==> src/rtl/regfile_write_arbiter.sv <==
// Round-robin arbiter and registered write stage in front of a register-file write port.
// Define REGFILE_ARB_INIT_EN to build the post-reset sweep that writes init_value to lo..hi.
module regfile_write_arbiter #(
    parameter int unsigned           addr_width = 5,
    parameter int unsigned           data_width = 64,
    parameter int unsigned           num_req    = 4,
    parameter int                    lo         = 0,
    parameter int                    hi         = 31,
    parameter logic [data_width-1:0] init_value = '0
) (
    input  logic                          CLK,
    input  logic                          RST_N,
    input  logic [num_req-1:0]            req_valid,
    input  logic [num_req*addr_width-1:0] req_addr,
    input  logic [num_req*data_width-1:0] req_data,
    output logic [num_req-1:0]            req_ready,
    output logic [addr_width-1:0]         rf_addr_in,
    output logic [data_width-1:0]         rf_d_in,
    output logic                          rf_we,
    output logic                          busy,
    output logic                          err_oob
);
    localparam int unsigned PTR_W = $clog2(num_req);

    logic [PTR_W-1:0]      ptr_q, ptr_d;
    logic                  we_q, we_d;
    logic [addr_width-1:0] addr_q, addr_d;
    logic [data_width-1:0] data_q, data_d;
    logic                  err_q, err_d;

    logic                  run;
    logic                  gnt_any;
    logic [PTR_W-1:0]      gnt_idx;
    logic [PTR_W-1:0]      idx;
    logic [addr_width-1:0] sel_addr;
    logic [data_width-1:0] sel_data;
    logic                  sel_in_range;
    logic                  accept;

`ifdef REGFILE_ARB_INIT_EN
    typedef enum logic {
        ST_INIT,
        ST_RUN
    } state_t;

    state_t                state_q, state_d;
    logic [addr_width-1:0] sweep_q, sweep_d;

    assign run  = (state_q == ST_RUN);
    assign busy = (state_q == ST_INIT);
`else
    logic unused_init;

    assign run         = 1'b1;
    assign busy        = 1'b0;
    assign unused_init = ^init_value;
`endif

    // Walk from ptr upward with wrap; first valid requester wins.
    always_comb begin
        gnt_any = 1'b0;
        gnt_idx = '0;
        idx     = ptr_q;
        for (int unsigned k = 0; k < num_req; k++) begin
            if (!gnt_any && req_valid[idx]) begin
                gnt_any = 1'b1;
                gnt_idx = idx;
            end
            idx = (idx == PTR_W'(num_req - 1)) ? '0 : idx + PTR_W'(1);
        end
    end

    always_comb begin
        sel_addr = '0;
        sel_data = '0;
        for (int unsigned k = 0; k < num_req; k++) begin
            if (gnt_idx == PTR_W'(k)) begin
                sel_addr = req_addr[k*addr_width +: addr_width];
                sel_data = req_data[k*data_width +: data_width];
            end
        end
    end

    assign sel_in_range = (int'(sel_addr) >= lo) && (int'(sel_addr) <= hi);
    assign accept       = run && gnt_any;

    always_comb begin
        req_ready = '0;
        if (accept) begin
            req_ready[gnt_idx] = 1'b1;
        end
    end

    always_comb begin
        ptr_d  = ptr_q;
        we_d   = 1'b0;
        addr_d = addr_q;
        data_d = data_q;
        err_d  = err_q;
`ifdef REGFILE_ARB_INIT_EN
        state_d = state_q;
        sweep_d = sweep_q;
        if (state_q == ST_INIT) begin
            we_d   = 1'b1;
            addr_d = sweep_q;
            data_d = init_value;
            if (sweep_q == addr_width'(hi)) begin
                state_d = ST_RUN;
            end else begin
                sweep_d = sweep_q + addr_width'(1);
            end
        end else
`endif
        if (accept) begin
            ptr_d = (gnt_idx == PTR_W'(num_req - 1)) ? '0 : gnt_idx + PTR_W'(1);
            // Out-of-range requests are consumed but never reach the register file.
            if (sel_in_range) begin
                we_d   = 1'b1;
                addr_d = sel_addr;
                data_d = sel_data;
            end else begin
                err_d = 1'b1;
            end
        end
    end

    always_ff @(posedge CLK or negedge RST_N) begin
        if (!RST_N) begin
            ptr_q   <= '0;
            we_q    <= 1'b0;
            addr_q  <= '0;
            data_q  <= '0;
            err_q   <= 1'b0;
`ifdef REGFILE_ARB_INIT_EN
            state_q <= ST_INIT;
            sweep_q <= addr_width'(lo);
`endif
        end else begin
            ptr_q   <= ptr_d;
            we_q    <= we_d;
            addr_q  <= addr_d;
            data_q  <= data_d;
            err_q   <= err_d;
`ifdef REGFILE_ARB_INIT_EN
            state_q <= state_d;
            sweep_q <= sweep_d;
`endif
        end
    end

    assign rf_we      = we_q;
    assign rf_addr_in = addr_q;
    assign rf_d_in    = data_q;
    assign err_oob    = err_q;

endmodule

==> config.mk <==
export PLATFORM = sky130hd
export DESIGN_NAME = regfile_write_arbiter
export DESIGN_NICKNAME = d
export VERILOG_FILES = /design/src/rtl/regfile_write_arbiter.sv
export SDC_FILE = /design/constraint.sdc
export NUM_CORES = 1
export LEC_CHECK = 0
export ABC_AREA = 0
export BUFFER_PORTS_ARGS = -buffer_cell sky130_fd_sc_hd__buf_2
export CAP_MARGIN = 5
export CORE_AREA = 5 5 136 138
export DETAILED_ROUTE_END_ITERATION = 8
export DIE_AREA = 0 0 141 143
export GPL_ROUTABILITY_DRIVEN = 0
export GPL_TIMING_DRIVEN = 0
export MAX_ROUTING_LAYER = met4
export SYNTH_ARGS = -nofsm -noshare
export SYNTH_HDL_FRONTEND = slang
export SYNTH_SLANG_ARGS = --single-unit
==> constraint.sdc <==
create_clock -name CLK -period 7.5 [get_ports CLK]
set_input_delay 1.5 -clock CLK [delete_from_list [all_inputs] [get_ports CLK]]
set_output_delay 1.5 -clock CLK [all_outputs]
set_load 0.01 [all_outputs]
==> results.md <==
### Run status
* **status** finished clean

### Synth
* **yosys synthesis warning count** 0
* **mean post-synth cell area** 9.12 µm²
* **flop and latch count out of synthesis** 72
* **count of different cell masters after synthesis** 36
* **area share of the largest cell type after synthesis** 35.9%
* **Post-Syn Instances** 551
* **fraction of the yosys area taken by sequential cells** 35.9%
* **most area-consuming cells after synthesis** dfrtp_1 36%, o21ai_0 14%, a221o_1 14%
* **Synth Cell Area** 5020 µm²
* **cell taking the most area after synthesis** dfrtp_1

### Placed design
* **post-detailed-placement half-perimeter wirelength** 17.4 mm
* **# port buffers** 352

### Floorplanning
* **IO Pins** 358
* **floorplan die height** 143 µm
* **die area** 20,200 µm²
* **core area** 17,100 µm²
* **Initial Util** 29.5%
* **number of standard-cell rows in the floorplan** 48
* **Die X** 141 µm

### Global route
* **sum of overflow across all layers after global routing** 0
* **largest net degree at the start of global routing** 70
* **initial antenna violation count** 0
* **via count of the first global-routing pass** 5,905
* **first-pass GRT wire length** 31.9 mm
* **overall track demand over capacity in global routing** 21.0%

### Clock tree
* **buffer levels on the longest clock path** 2
* **clock tree from TritonCTS** done
* **clock root buffer** clkbuf_16
* **worst-skew pair later-pin latency** 0.34 ns
* **Num Clock Sinks** 72
* **CTS HTree Levels** 3
* **CTS resizes** 0
* **TritonCTS buffer count** 9
* **Clock transition at path regs** 0.06 ns
* **post-CTS setup buffers** 0
* **hold bufs inserted after CTS** 0

### Critical path
* **max incr delay on CP** 0.60 ns
* **critical path peak fanout** 10
* **worst path cell trace** buf_2 -> mux4_2 -> a21oi_1 -> a22oi_1 -> a31oi_1 -> ha_1 -> clkbuf_1 -> clkbuf_1 -> nor2b_1 -> buf_2
* **Crit. End Element** output port
* **startpoint-to-endpoint class of the critical path** in2out
* **critical path data arrival time** 4.46 ns
* **required arrival time at the worst endpoint** 6.00 ns
* **Buf+Inv Stages, Crit Path** 4
* **Critical-path top delay cell** clkbuf_1
* **cell type group with the largest total delay on the critical path** buffers and inverters
* **kind of launch point of the worst setup path** input port

### Finish
* **layout overhead on the synthesized area** 47.5%
* **most common library cell in the layout ignoring fill and taps** buf_2
* **most frequent cells in the layout** 355 x buf_2, 145 x o21ai_0, 79 x nand2_1
* **ant diodes** 0
* **final net count** 1,203
* **fraction of layout cells with a size suffix above 1** 46.6%

### STA
* **Tightest Pin Transition** 0.827 ns
* **number of pins with negative max-slew slack in the final report** 0
* **final hold vios** 0
* **Highest Clock Rate** 168 MHz
* **summed negative setup slack over all endpoints** 0 ns
* **Finish-stage setup viols** 0
* **setup repair after global routing missed its margin** false
* **relative slew slack** 44.8%
* **fin crit period** 5.96 ns
* **period utilization** 79.4%
* **Post-Route Skew** 0.00450 ns

### Routing
* **Avg Vias per Cell** 5.03
* **drc violations** 0
* **total number of vias** 5,763
* **post-route antenna net violation count** 0
* **wire length per cell after detailed routing** 18.8 µm
* **number of DRC markers in iteration 0** 275
* **Pre-Repair DR Iteration Count** 5
* **wire length after detailed routing** 21.5 mm

### Power and ir drop
* **worst supply voltage drop on vdd** 357 µV
* **power density over the cells** 675 nW/µm²
* **Final Total Pwr** 5.00 mW
* **leakage power summed over all cells** 3.57 nW

### Run
* **number of max-cap violations** 0

### Worst hold path
* **path class of the lowest-slack min-delay path** reg2reg

## area by class of cell
| cell class | instances | area [µm²] |
|---|---|---|
| clock inverter | 5 | 82.6 |
| tap | 225 | 282 |
| inverter | 2 | 7.51 |
| buffer | 64 | 313 |
| timing repair buffer | 353 | 1790 |
| sequential | 72 | 1800 |
| fill | 1778 | 9640 |
| clock buffer | 10 | 229 |
| multi-input combinational | 414 | 2910 |
## power by group
group          leakage (nW)  total [mW]  internal [mW]  switching (mW)
clock                 0.141       0.454          0.289           0.165
combinational          2.55        3.82           1.70            2.11
sequential            0.883       0.731          0.645          0.0858
total                  3.57        5.00           2.64            2.37
## Yosys cell counts, drive strengths merged
library cell	count
nand2	79
a21boi	1
a32oi	1
nor2	2
dfrtp	72
mux2	71
mux4	1
a21o	2
a22o	2
nor3	2
ha	5
mux2i	4
conb	1
o21ai	145
buf	16
a31o	1
inv	2
nand3b	2
a221oi	1
a22oi	1
a21oi	7
or2	2
a31oi	1
clkbuf	48
nand2b	5
nand3	2
nor2b	4
a221o	69
a2bb2oi	1
xnor2	1
## routing by layer
layer | vias up | global-route usage (%) | wire, µm
met2 | 268 | 35.6 | 10600
met5 | - | - | 0
met3 | 34 | 4.15 | 1510
met1 | 2664 | 24.7 | 8790
li1 | 2797 | - | -
met4 | 0 | 7.80 | 585
## state kept, by name, summed over array words and instances, names as in the netlist
| register | cells |
|---|---|
| ptr_q | 2 |
| rf_addr_in | 5 |
| rf_d_in | 64 |
| rf_we | 1 |
## worst paths after layout
path | start | end | slack, ns | depth (start not counted)
setup / recovery | req_valid[1] | req_ready[3] | 1.54 | 10
hold / removal | rf_d_in[42] | rf_d_in[42] | 0.48 | 1
setup reg to reg | ptr_q[1] | rf_d_in[51] | 2.09 | 17
hold reg to reg | rf_d_in[42] | rf_d_in[42] | 0.48 | 1
max in group asynchronous | RST_N | rf_addr_in[0] | 5.99 | 2
min in group asynchronous | RST_N | rf_d_in[48] | 0.96 | 1
## cell families after synthesis
family / synth area share (%)
and+or+nand+nor: 8.37
adders and majority gates: 1.25
muxes: 17.2
other: 0.0746
DFF: 35.9
buffers and inverters: 6.38
AOI/OAI and AO/OA: 30.7
xor gates and xnor gates: 0.174
## worst register-to-register path, cell delays in order, from the launching register on
cell and delay (ns):
dfrtp_1 0.39, ha_1 0.28, clkbuf_1 0.37, mux2i_1 0.49, nand2_1 0.10, a21oi_1 0.30, a22oi_1 0.17, a31o_2 0.26
ha_1 0.17, clkbuf_1 0.32, nor2b_1 0.20, clkbuf_1 0.31, clkbuf_1 0.67, buf_1 0.52, a221o_1 0.23, o21ai_0 0.07
o21ai_0 0.29, mux2_2 0.21
## through the flow
stage	cell area [µm²]	setup WS [ns]	hold WS (ns)	util, %	instances
after global routing	7410	1.21	0.502	43.5	1145
after floorplan	5030	2.38	0.534	-	552
after detailed placement	7100	1.51	0.476	41.6	1130
after global placement	7070	1.51	0.469	41.5	1129
final	7410	1.54	0.484	43.5	1145
after CTS	7410	1.51	0.489	43.5	1145
Note: power is estimated with default switching activity, not from simulation.
